$ cat src/rtl/mcu_reset_sequencer.sv
// rtl/mcu_reset_sequencer.sv - MCU51 reset sequencer: lock wait, reset hold, button/watchdog/clock-loss re-reset
// Holds the core in reset until the clock is locked and records the cause of the last reset.
module mcu_reset_sequencer #(
  parameter int DEBOUNCE_CYCLES = 12000,
  parameter int RST_HOLD        = 48,
  parameter int WDT_CYCLES      = 1200000,
  parameter int WDT_EN          = 1
) (
  input  logic       CLK,
  input  logic       resetn,
  input  logic       clk_locked,
  input  logic       btn_reset,
  input  logic       wdt_kick,
  output logic       mcu_rst,
  output logic       run,
  output logic [1:0] rst_cause
);

  localparam int DEB_W  = $clog2(DEBOUNCE_CYCLES + 1);
  localparam int HOLD_W = $clog2(RST_HOLD + 1);
  localparam int WDT_W  = $clog2(WDT_CYCLES + 1);

  localparam logic [DEB_W-1:0]  DEB_LAST  = DEB_W'(DEBOUNCE_CYCLES - 1);
  localparam logic [HOLD_W-1:0] HOLD_LAST = HOLD_W'(RST_HOLD - 1);
  localparam logic [WDT_W-1:0]  WDT_LAST  = WDT_W'(WDT_CYCLES - 1);

  localparam logic [1:0] CAUSE_BTN = 2'b01;
  localparam logic [1:0] CAUSE_WDT = 2'b10;
  localparam logic [1:0] CAUSE_CLK = 2'b11;

  typedef enum logic [1:0] {
    S_POR_WAIT = 2'd0,
    S_HOLD     = 2'd1,
    S_RUN      = 2'd2
  } state_t;

  state_t r_state;
  state_t w_next;

  logic [1:0]        r_lock_sync;
  logic [1:0]        r_btn_sync;
  logic [1:0]        r_kick_sync;
  logic              r_kick_prev;
  logic              r_deb;
  logic [DEB_W-1:0]  r_deb_cnt;
  logic [HOLD_W-1:0] r_hold_cnt;
  logic [WDT_W-1:0]  r_wdt_cnt;
  logic [1:0]        r_cause;
  logic [1:0]        w_cause;
  logic              r_mcu_rst;
  logic              r_run;

  logic w_lock;
  logic w_btn;
  logic w_kick;
  logic w_deb_flip;
  logic w_press;
  logic w_hold_done;
  logic w_wdt_exp;

  // Bit [1] of each synchronizer is the stage the rest of the logic uses.
  always_ff @(posedge CLK or negedge resetn) begin
    if (!resetn) begin
      r_lock_sync <= 2'b00;
      r_btn_sync  <= 2'b00;
      r_kick_sync <= 2'b00;
      r_kick_prev <= 1'b0;
    end else begin
      r_lock_sync <= {r_lock_sync[0], clk_locked};
      r_btn_sync  <= {r_btn_sync[0], btn_reset};
      r_kick_sync <= {r_kick_sync[0], wdt_kick};
      r_kick_prev <= r_kick_sync[1];
    end
  end

  assign w_lock = r_lock_sync[1];
  assign w_btn  = r_btn_sync[1];
  assign w_kick = r_kick_sync[1] ^ r_kick_prev;

  // The press event is taken on the same edge that flips the debounced level.
  assign w_deb_flip = (w_btn != r_deb) && (r_deb_cnt == DEB_LAST);
  assign w_press    = w_deb_flip && !r_deb;

  always_ff @(posedge CLK or negedge resetn) begin
    if (!resetn) begin
      r_deb     <= 1'b0;
      r_deb_cnt <= '0;
    end else begin
      if (w_deb_flip) begin
        r_deb <= !r_deb;
      end
      if (w_btn == r_deb || w_deb_flip) begin
        r_deb_cnt <= '0;
      end else begin
        r_deb_cnt <= r_deb_cnt + 1'b1;
      end
    end
  end

  assign w_hold_done = (r_hold_cnt == HOLD_LAST) && !r_deb;
  assign w_wdt_exp   = (WDT_EN != 0) && (r_state == S_RUN) && (r_wdt_cnt == WDT_LAST) && !w_kick;

  always_comb begin
    w_next  = r_state;
    w_cause = r_cause;
    case (r_state)
      S_POR_WAIT: begin
        if (w_lock) begin
          w_next = S_HOLD;
        end
      end
      S_HOLD: begin
        if (!w_lock) begin
          w_next  = S_POR_WAIT;
          w_cause = CAUSE_CLK;
        end else if (w_hold_done) begin
          w_next = S_RUN;
        end
      end
      S_RUN: begin
        if (!w_lock) begin
          w_next  = S_POR_WAIT;
          w_cause = CAUSE_CLK;
        end else if (w_wdt_exp) begin
          w_next  = S_HOLD;
          w_cause = CAUSE_WDT;
        end else if (w_press) begin
          w_next  = S_HOLD;
          w_cause = CAUSE_BTN;
        end
      end
      default: begin
        w_next = S_POR_WAIT;
      end
    endcase
  end

  always_ff @(posedge CLK or negedge resetn) begin
    if (!resetn) begin
      r_state   <= S_POR_WAIT;
      r_cause   <= 2'b00;
      r_mcu_rst <= 1'b1;
      r_run     <= 1'b0;
    end else begin
      r_state   <= w_next;
      r_cause   <= w_cause;
      r_mcu_rst <= (w_next != S_RUN);
      r_run     <= (w_next == S_RUN);
    end
  end

  // Both counters restart whenever their state is (re)entered.
  always_ff @(posedge CLK or negedge resetn) begin
    if (!resetn) begin
      r_hold_cnt <= '0;
      r_wdt_cnt  <= '0;
    end else begin
      if (r_state != S_HOLD || w_next != S_HOLD || r_deb) begin
        r_hold_cnt <= '0;
      end else if (r_hold_cnt != HOLD_LAST) begin
        r_hold_cnt <= r_hold_cnt + 1'b1;
      end
      if (WDT_EN == 0 || r_state != S_RUN || w_next != S_RUN || w_kick) begin
        r_wdt_cnt <= '0;
      end else if (r_wdt_cnt != WDT_LAST) begin
        r_wdt_cnt <= r_wdt_cnt + 1'b1;
      end
    end
  end

  assign mcu_rst   = r_mcu_rst;
  assign run       = r_run;
  assign rst_cause = r_cause;

endmodule

$ cat config.mk
export PLATFORM = sky130hd
export DESIGN_NAME = mcu_reset_sequencer
export DESIGN_NICKNAME = d
export VERILOG_FILES = /design/src/rtl/mcu_reset_sequencer.sv
export SDC_FILE = /design/constraint.sdc
export NUM_CORES = 1
export LEC_CHECK = 0
export CAP_MARGIN = 15
export CORE_MARGIN = 2
export CORE_UTILIZATION = 31
export CTS_BUF_LIST = sky130_fd_sc_hd__clkbuf_4
export DETAILED_ROUTE_END_ITERATION = 8
export GPL_ROUTABILITY_DRIVEN = 0
export SYNTH_ARGS = -nofsm -noshare
export SYNTH_HDL_FRONTEND = slang
export SYNTH_SLANG_ARGS = --single-unit
export TNS_END_PERCENT = 30
$ cat constraint.sdc
create_clock -name CLK -period 4.12 [get_ports CLK]
set_input_delay 0.824 -clock CLK [delete_from_list [all_inputs] [get_ports CLK]]
set_output_delay 0.824 -clock CLK [all_outputs]
set_load 0.01 [all_outputs]
After elaboration in Yosys (flattened, before gate mapping)
Index checks and enable logic that the tools add are counted.

cells by class
  add/subtract/negate cells = 3
  equality and inequality tests = 16
  muxes and demuxes = 17
  bitwise gates (word level) = 1
  reduce and logical (&&, ||, !) cells = 17

operator list
  cell                                                                   number
  21-bit two-way mux                                                     2
  21-bit by 1-bit adder with 21-bit output, second input constant        1
  21-bit equality test, second input constant                            1
  21-bit != test, second input constant                                  1
  2-bit two-way mux                                                      10
  14-bit by 1-bit adder with 14-bit output, second input constant        1
  14-bit equality test, second input constant                            1
  14-bit two-way mux                                                     1
  6-bit two-way mux                                                      2
  6-bit by 1-bit adder with 6-bit output, second input constant          1
  6-bit equality test, second input constant                             1
  2-bit != test, second input constant                                   3
  6-bit != test, second input constant                                   1
  2-bit case mux with 3 select lines                                     1
  2-bit nonzero test                                                     3
  1-bit logical AND                                                      5
  1-bit logical OR                                                       5
  2-bit equality test, second input constant                             2
  2-bit by 1-bit != test with 1-bit output, second input constant        2
  4-bit != test, second input constant                                   1
  2-bit case mux with 2 select lines                                     1
  3-bit AND reduction                                                    1
  2-bit by 1-bit equality test with 1-bit output, second input constant  1
  1-bit logical NOT                                                      2
  other kinds (4)                                                        4

word-level totals
  bits in registers = 55
  input bits = 5
  output and inout bits = 4
  word-level logic and storage cells = 66

Logic depth before layout (Yosys ltp)
  word-level depth = 11
  mapped depth = 6
  gate-level depth less buffers = 5

Worst setup path before layout
Ideal clock, no wire load.

  path type = register to register
  start point = reg r_wdt_cnt[13]
  end point = reg r_wdt_cnt[2]
  library setup time = 0.134 ns
  arrival time = 1.932 ns
  required time = 3.986 ns
  setup slack = 2.054 ns
  stages on the path, launching flop included = 6
  buffers on the path = 1
  clock period less this slack = 2.066 ns
  path through = dfrtp_1 > or4_4 > or4_4 > nor3_4 > buf_6 > nor3_1

on the way
  cells in the longest elaborated chain, start to end = 10
  elaborated cells between the ends (all ways) = 12
  those cells by class = eq/ne (3); mux (4); reduce/logical (5)

ends and longest elaborated chain
  item                                                             RTL line  RTL
  from (decl)                                                      47        logic [WDT_W-1:0] r_wdt_cnt;
  from (signal assigned)                                           166       r_wdt_cnt <= r_wdt_cnt + 1'b1;
  21-bit equality test                                             101       assign w_wdt_exp = (WDT_EN != 0) && (r_state == S_RUN) && (r_wdt_cnt == WDT_LAST) && !w_kick;
  1-bit logical AND (2 in series)                                  101
  2-bit two-way mux                                                124       end else if (w_wdt_exp) begin
  2-bit two-way mux                                                121       if (!w_lock) begin
  2-bit case mux with 3 select lines                               106       case (r_state)
  2-bit != test                                                    163       if (WDT_EN == 0 || r_state != S_RUN || w_next != S_RUN || w_kick) begin
  1-bit logical OR (2 in series)                                   163
  21-bit two-way mux / 2-bit nonzero test (equally long branches)  --

Parallel ways exist; a longest one is shown, timed or not.
A chain may end at the register's enable or synchronous reset.

Final worst setup path
  start point = reg r_wdt_cnt[13]
  end point = reg r_wdt_cnt[4]

The elaborated chain is that of the path after synthesis.

==> run metrics <==
period utilization 57.48%; setup ws final 1.752 ns; HP Class reg -> reg; status completed; most used cell along the critical path or4_4; Seq/Total Area, Yosys 52.23%; post-layout util 35.02%; sw frac 22.70%; clock share of power 28.9%; # fillers 824; Syn Area/Cell 10.38 um2; crit path capture type flop; post-CTS sizing 0; Worst-path clk slew 0.14 ns; Final TNS setup 0 ns; CTS buffer count 5; TritonRoute pass-1 iters 5; Main synth FF type dfrtp_1; crit-path max FO 18; CTS tree built; total global routing overflow 0; flops & latches, synth 55; CTS max path bufs 2; Slowest-stage cell, CP nor3_4; clock latency on the worst-skew pair 0.37 ns; # setup viols final 0; Slew @ Worst Pin 0.9368 ns; number of global-route vias before repair 1745; kind of critical path reg -> reg; initial antenna violation count 0; vias 1859; Pwr Density 288.6 mW/mm2; f_max 0.4223 GHz; synth warn 0; IO Port Bufs 8; Seq pwr share 66.9%; first-pass GRT wire length 8.073 mm; Slew HR 37.55%; gr usage total 11.14%; Crit path largest cell delay 0.63 ns; P_int 0.0006420 W; vias per inst 5.024; CP Cell Sequence or4_4, or4_4, nor3_4, nor3_1; nets@finish 272; power share of the combinational group 4.2%; share of cells above drive strength 1 8.302%; Setup crit start r_wdt_cnt[13]; core box area 0.008217 mm2; Post CTS Setup Buffer Count 0; dpl ws 1.752 ns; cts hold-fix bufs 0; ANT nets after route 0; area of the die 0.009262 mm2; DRC Markers 0; Post-Route WL 4.639 mm; EDFF count, synth 0; CTS HTree Levels 2; Routed wire per std cell 12.54 um; Max Cap Viol 0; WP data arrival 2.59 ns; Final HPWL DP 3.277 mm; Pleak 1.098 nW; Die H 96.24 um; Worst path top cell family by delay simple AND/OR/NAND/NOR gates; Worst Skew 0.01431 ns; Post-synth ARST share 100.0%; Final Hold Fails 0; worst reg2reg startpoint r_wdt_cnt[13]; row count 33; Mapped Nets 262; critical path startpoint category flop; Top-Level Pins 9; synth unique cells 44; chip width 96.24 um; Tmin final 2.368 ns; VDD IR max 0.0001250 V; Iter 0 DRT Violations 96; P_sw 0.0001885 W; pin count of the biggest net entering global routing 44; CP Buf/Inv Count 0; unrepaired setup endpoints after global routing no; clock root buffer clkbuf_4; Mapped Area 0.002638 mm2; clock sink total 55; initial core utilization 32.10%; CP Data Required Time 4.35 ns; max-slew violation count 0; hold path start r_btn_sync[0]; post-synthesis cell count 254; Inserted Diodes 0; Syn-to-layout area delta 9.108%
## power by group through the flow
| stage | Clock (W) | Sequential [W] | Combinational, W |
|---|---|---|---|
| floorplan | 0 | 0.000565 | 0.0000143 |
| global route | 0.000271 | 0.000558 | 0.0000403 |
| CTS | 0.000255 | 0.000556 | 0.0000365 |
| finish | 0.000240 | 0.000556 | 0.0000348 |
| detailed placement | 0 | 0.000566 | 0.0000365 |
| global placement | 0 | 0.000566 | 0.0000362 |
## sequential cells by signal, indices dropped and copies added (netlist names)
signal / flops
r_btn_sync: 2
r_wdt_cnt: 21
r_deb: 1
rst_cause: 2
mcu_rst: 1
r_kick_prev: 1
r_kick_sync: 2
r_lock_sync: 2
r_state: 2
r_deb_cnt: 14
run: 1
r_hold_cnt: 6
## per-layer routing
metal  global-route usage, %  part of all wire (%)
met1                   15.26                    51
met2                   17.19                    44
met3                   2.428                   3.1
met4                   4.286                   1.6
met5                       0                     0
## worst register-to-register path: cells and delay by family, from the launching register on
family	cells	cell delay (ns)
flops	1	0.45
simple gates	4	1.78
## final timing paths
| path | endpoint | slack [ns] | cells past startpoint |
|---|---|---|---|
| min in group asynchronous | r_deb_cnt[0] | 0.58 | 1 |
| hold / removal | r_btn_sync[1] | 0.37 | 0 |
| hold reg to reg | r_btn_sync[1] | 0.37 | 0 |
| setup / recovery | r_wdt_cnt[4] | 1.75 | 4 |
| setup reg to reg | r_wdt_cnt[4] | 1.75 | 4 |
| max in group asynchronous | r_deb_cnt[7] | 2.81 | 2 |
## cell type report
type	count	area (um2)	share of cell area, %
timing repair buffer	9	82.58	2.870
inverter	8	30.03	1.043
clock buffer	7	52.55	1.826
sequential	55	1378	47.87
clock inverter	1	5.005	0.1739
tap	105	131.4	4.565
multi-input combinational	185	1199	41.65
## cells by family after synthesis
| logic type | after synthesis | synth area share, % |
|---|---|---|
| compound gates | 30 | 7.258 |
| xor+xnor | 27 | 8.966 |
| fa+ha+maj | 3 | 1.423 |
| buf+inv | 14 | 2.324 |
| flops | 55 | 52.23 |
| mux | 1 | 0.4269 |
| simple gates | 124 | 27.37 |
## layout by cell type, fill, tap and decap left out, types with 4 or more instances in the layout
cell,Yosys,routed
nand3_1,16,16
nor2_1,23,23
xor2_1,11,11
nand4_1,7,7
clkdlybuf4s50_1,0,7
o21ai_0,13,13
xnor2_1,16,16
nor3_1,17,17
inv_1,8,8
or4_1,4,4
or3_1,10,10
dfrtp_1,54,54
nand2_1,13,13
a211oi_1,7,7
nor4_1,6,6
clkbuf_4,0,7
## cells in the mapped netlist, types with 4 or more instances
cell | n | area share [%]
dfrtp_1 | 54 | 51
nor2_1 | 23 | 3.3
nor3_1 | 17 | 3.2
nand3_1 | 16 | 3.0
xnor2_1 | 16 | 5.3
nand2_1 | 13 | 1.9
o21ai_0 | 13 | 2.5
xor2_1 | 11 | 3.7
or3_1 | 10 | 2.4
inv_1 | 8 | 1.1
a211oi_1 | 7 | 2.0
nand4_1 | 7 | 1.7
nor4_1 | 6 | 1.4
clkbuf_1 | 4 | 0.57
or4_1 | 4 | 1.1
## through the flow
stage                     std cells  power [W]  instance area, um2  hold WS [ns]
after detailed placement        362  0.0006028                2820        0.3385
after CTS                       370  0.0008477                2878        0.3673
after global placement          362  0.0006024                2820        0.3343
after global routing            370  0.0008690                2878        0.3776
after floorplan                 254  0.0005797                2638        0.3312
final                           370  0.0008305                2878        0.3677
No activity file was read; power rests on OpenSTA's default activity.
==> RTL change 1, RTL diff (same settings) <==
Make the reset (`resetn`) synchronous in 4 clocked blocks.
--- a/src/rtl/mcu_reset_sequencer.sv
+++ b/src/rtl/mcu_reset_sequencer.sv
@@ -59,7 +59,7 @@
   logic w_wdt_exp;
 
   // Bit [1] of each synchronizer is the stage the rest of the logic uses.
-  always_ff @(posedge CLK or negedge resetn) begin
+  always_ff @(posedge CLK) begin
     if (!resetn) begin
       r_lock_sync <= 2'b00;
       r_btn_sync  <= 2'b00;
@@ -81,7 +81,7 @@
   assign w_deb_flip = (w_btn != r_deb) && (r_deb_cnt == DEB_LAST);
   assign w_press    = w_deb_flip && !r_deb;
 
-  always_ff @(posedge CLK or negedge resetn) begin
+  always_ff @(posedge CLK) begin
     if (!resetn) begin
       r_deb     <= 1'b0;
       r_deb_cnt <= '0;
@@ -135,7 +135,7 @@
     endcase
   end
 
-  always_ff @(posedge CLK or negedge resetn) begin
+  always_ff @(posedge CLK) begin
     if (!resetn) begin
       r_state   <= S_POR_WAIT;
       r_cause   <= 2'b00;
@@ -150,7 +150,7 @@
   end
 
   // Both counters restart whenever their state is (re)entered.
-  always_ff @(posedge CLK or negedge resetn) begin
+  always_ff @(posedge CLK) begin
     if (!resetn) begin
       r_hold_cnt <= '0;
       r_wdt_cnt  <= '0;
Function: differs if resetn is asserted again (counterexample within 10 cycles, from zero or initial values and one cycle with resetn low); with resetn held inactive, the same outputs for 10 cycles.
==> RTL change 1 against the original RTL <==
  * Clock skew fell by 0.0048 ns
  * Critical path depth rose by 2
  * Setup slack improved by 0.075 ns
  * Routed wire length fell by 8.0%
  * Non-clock buffer count rose by 1
  * Sequential cell count did not move
  * Design area fell by 7.5%
  * Fmax rose by 3.3%
  * Synthesized area fell by 9.8%
  * Die area fell by 9.4%
  * Critical path type unchanged
Power is not compared: it rests on default switching activity, and its combinational part moved more than twofold at a synthesized area within 25%.
==> RTL change 1: results (changes against the original RTL) <==
yosys:
  netlist-cell-type-count: 40  # -9.1%
  ys_top_cells_by_area: "dfxtp_1 46%, xor2_1 5.9%, xnor2_1 4.4%, nand4_1 3.7%, nor2_1 3.5%"
  synthMostInstantiatedCell: "dfxtp_1"
  ys_top_cells_by_count: "55 x dfxtp_1, 22 x nor2_1, 16 x nor3_1, 16 x xor2_1"
  proportion_of_synthesized_chip_area_in_sequential_cells_pct: 46.3  # -5.9 points
  synth_async_sr_flop_share_pct: 0  # -100 points
global_routing:
  largest_net_degree_at_the_start_of_global_routing: 22  # -50%
  track_usage_pct: 11.3  # +0.19 points
  global_route_wire_length_before_repair_mm: 7.89  # -2.2%
place:
  detailed_place_hpwl_mm: 2.99  # -8.9%
setup_path:
  critPathMaxFanout: 14  # -4
  critical_path.slowest_cell: "or4_4"
  r2r_setup_slack_ns: 1.83  # +0.08 ns
  r2r_cells: 6  # +2
  critPathCapture: "r_wdt_cnt[2]$_SDFFE_PP0P_"
finish:
  layout.clock.cell_area_share_pct: 3.95  # +1.9 points
  fraction_of_area_in_multi_input_gates_pct: 45.2  # +3.5 points
  layout.nets: 274  # +0.74%
  nonClkBufAreaFrac_pct: 3.57  # +0.70 points
  inverters: 9  # +1
  clock_buffer_count: 6  # -1
hold_path:
  min_path_cells: 1  # +1
  holdPathEnd: "r_lock_sync[1]$_SDFF_PN0_"
route:
  drt_iter0_drc: 38  # -60%
  via_count: 1798  # -3.3%
  met3_wirelength_um: 97  # -32%
  dr.pass1.iters: 4  # -1
  met2_length_mm: 1.87  # -9.2%
timing:
  worst_pin_slew_ns: 1.03  # +0.0921 ns
status:
  result_of_the_run: "finished, final reports clean"
[RTL change 1: per-stage QoR]
step	hold WS, ns	util, %	area, um^2	worst slack, ns	std cells
after floorplan	0.412	-	2380	2.18	259
after detailed placement	0.421	34.9	2560	1.44	358
after global placement	0.414	34.9	2560	1.47	358
after CTS	0.452	36.3	2660	1.80	366
final	0.452	36.3	2660	1.83	366
after global routing	0.475	36.3	2660	1.65	366
[RTL change 1: logic make-up after synthesis]
family / count (synthesis) / share of synthesized area, %
buffers and inverters: 19 / 3.16
multiplexers: 2 / 1.05
AND/OR/NAND/NOR: 123 / 28.5
flip-flops: 55 / 46.3
XOR/XNOR: 28 / 10.3
AO/OA/AOI/OAI: 29 / 9.10
adder cells (fa/ha/maj): 3 / 1.58
[RTL change 1: where the power goes]
part / internal (W) / switching (W)
Sequential: 0.000536 / 0.00000235
Combinational: 0.00000892 / 0.00000837
Clock: 0.000196 / 0.000159
Total: 0.000741 / 0.000170
==> RTL change 2, RTL diff (same settings) <==
Without the edit above. The parameter `WDT_CYCLES` goes from 1200000 to 600000.
--- a/src/rtl/mcu_reset_sequencer.sv
+++ b/src/rtl/mcu_reset_sequencer.sv
@@ -3,7 +3,7 @@
 module mcu_reset_sequencer #(
   parameter int DEBOUNCE_CYCLES = 12000,
   parameter int RST_HOLD        = 48,
-  parameter int WDT_CYCLES      = 1200000,
+  parameter int WDT_CYCLES      = 600000,
   parameter int WDT_EN          = 1
 ) (
   input  logic       CLK,
Function: no difference found for any inputs over 10 cycles, from zero or initial values and one cycle with resetn low; that may be too few to reach the edited logic, so the function may still have changed.
==> RTL change 2 against the original RTL <==
  * Sequential cell count decreased by 1
  * Synthesized area decreased by 1.9%
  * Clock skew decreased by 0.0039 ns
  * Total power decreased by 2.7%
  * Setup slack got worse by 0.11 ns
  * Routed wire length increased by 2.5%
  * Sequential share of layout area increased by 0.50 points
  * Design area decreased by 2.8%
  * Via count decreased by 1.3%
  * Cell count decreased by 1.9%
  * Critical path type unchanged
==> RTL change 2: results (changes against the original RTL) <==
status:
  result_of_the_run: "finished, final reports clean"
global_routing:
  grt_pass1_vias: 1779  # +1.9%
  groute.layer.met1.usage_pct: 16.1  # +0.82 points
  grt.met2_usage_pct: 18.0  # +0.83 points
  track_usage_pct: 11.6  # +0.48 points
  largest_net_degree_at_the_start_of_global_routing: 33  # -25%
  global_route_wire_length_before_repair_mm: 8.36  # +3.5%
route:
  drt_iter0_drc: 92  # -4.2%
  totalWireLength_mm: 4.76  # +2.5%
  dr.pass1.iters: 4  # -1
yosys:
  proportion_of_synthesized_chip_area_in_sequential_cells_pct: 52.3  # about the same
  ys_top_cells_by_count: "53 x dfrtp_1, 27 x nor2_1, 18 x xor2_1"
  netlist-cell-type-count: 43  # -2.3%
  syn-num-nets: 256  # -2.3%
finish:
  layout.nets: 265  # -2.6%
  layout.filler_cells: 806  # -2.2%
  inverters: 7  # -1
  total_area_of_multi_input_combinational_cells_um2: 1150  # -4.1%
  nonClkBufAreaFrac_pct: 2.95  # +0.083 points
  multi_input_cells: 180  # -2.7%
  reg.largest.list: "r_wdt_cnt: 20 flops, r_deb_cnt: 14 flops, r_hold_cnt: 6 flops"
  regArea_um2: 1350  # -1.8%
  clock_buffer_count: 6  # -1
place:
  detailed_place_hpwl_mm: 3.24  # -1.0%
timing:
  fin_worst_skew_ns: 0.0104  # -0.00388 ns
  worst_slew_margin_rel_pct: 50.1  # +13 points
power_and_ir_drop:
  cell_internal_pwr_w: 0.000623  # -2.9%
  irDropWorstVdd_mv: 0.113  # -9.5%
  static-leakage-power_nw: 1.08  # -1.5%
hold_path:
  holdPathEnd: "r_kick_sync[1]$_DFF_PN0_"
  worstHoldStart: "r_kick_sync[0]$_DFF_PN0_"
clock_tree:
  cts_sinks: 54  # -1.8%
  post_cts.resized_instances: 0  # unchanged
setup_path:
  crit-reg2reg-launch: "r_wdt_cnt[11]$_DFFE_PN0P_"
[RTL change 2: changes by cell type after synthesis, sizes merged, moves of 4 or more]
cell and change:
nand4 +6, buf +4, nor2 +4, and3 +5, nor4 -6, xnor2 -7, nand2 -4, xor2 +7
[RTL change 2: stage by stage]
step	setup slack [ns]	total power (W)	cells	utilization (%)	hold WS (ns)
3_3_place_gp	1.78	0.000592	355	33.7	0.334
4_1_cts	1.67	0.000826	363	34.4	0.367
2_1_floorplan	2.11	0.000571	248	-	0.331
5_1_grt	1.53	0.000858	363	34.4	0.375
3_5_place_dp	1.69	0.000592	355	33.7	0.335
6_report	1.65	0.000808	363	34.4	0.364
[RTL change 2: kinds of logic (layout without fill, tap and decap cells)]
group / after synthesis / count (layout) / share of synthesized area, %
AO/OA/AOI/OAI: 30 / 30 / 7.59
XOR/XNOR: 27 / 27 / 9.14
adder cells (fa/ha/maj): 3 / 3 / 1.45
buffers and inverters: 14 / 24 / 3.29
flip-flops: 54 / 54 / 52.3
multiplexers: 1 / 1 / 0.435
AND/OR/NAND/NOR: 119 / 119 / 25.8
[RTL change 2: power by group through the flow]
stage          Clock [W]  Combinational, W  Sequential, W
6_report        0.000227         0.0000348       0.000546
2_1_floorplan          0         0.0000154       0.000555
5_1_grt         0.000269         0.0000414       0.000548
3_5_place_dp           0         0.0000364       0.000556
4_1_cts         0.000243         0.0000365       0.000546
3_3_place_gp           0         0.0000363       0.000556
[RTL change 2: worst max-delay path by stage]
stage                               from                   endpoint  slack (ns)  cells after the start
2_1_floorplan     r_deb_cnt[5]$_DFF_PN0_       r_state[1]$_DFF_PN0_        2.11                      6
3_3_place_gp   r_wdt_cnt[11]$_DFFE_PN0P_   r_wdt_cnt[6]$_DFFE_PN0P_        1.78                      4
3_5_place_dp   r_wdt_cnt[11]$_DFFE_PN0P_   r_wdt_cnt[2]$_DFFE_PN0P_        1.69                      4
4_1_cts        r_wdt_cnt[11]$_DFFE_PN0P_   r_wdt_cnt[2]$_DFFE_PN0P_        1.67                      4
5_1_grt        r_wdt_cnt[11]$_DFFE_PN0P_  r_wdt_cnt[13]$_DFFE_PN0P_        1.53                      4
6_report       r_wdt_cnt[11]$_DFFE_PN0P_   r_wdt_cnt[2]$_DFFE_PN0P_        1.65                      4
[RTL change 2: critical path, stage by stage, from the launching register on]
cell	delay, ns
dfrtp_1	0.44
or4b_1	0.55
nor4_1	0.53
a211o_1	0.70
nor3_1	0.12
[RTL change 2: metal layers]
layer	vias to the layer above	part of all wire [%]
met5	-	0
met4	0	1.2
met3	5	3.1
met2	23	46
met1	897	49
li1	909	-
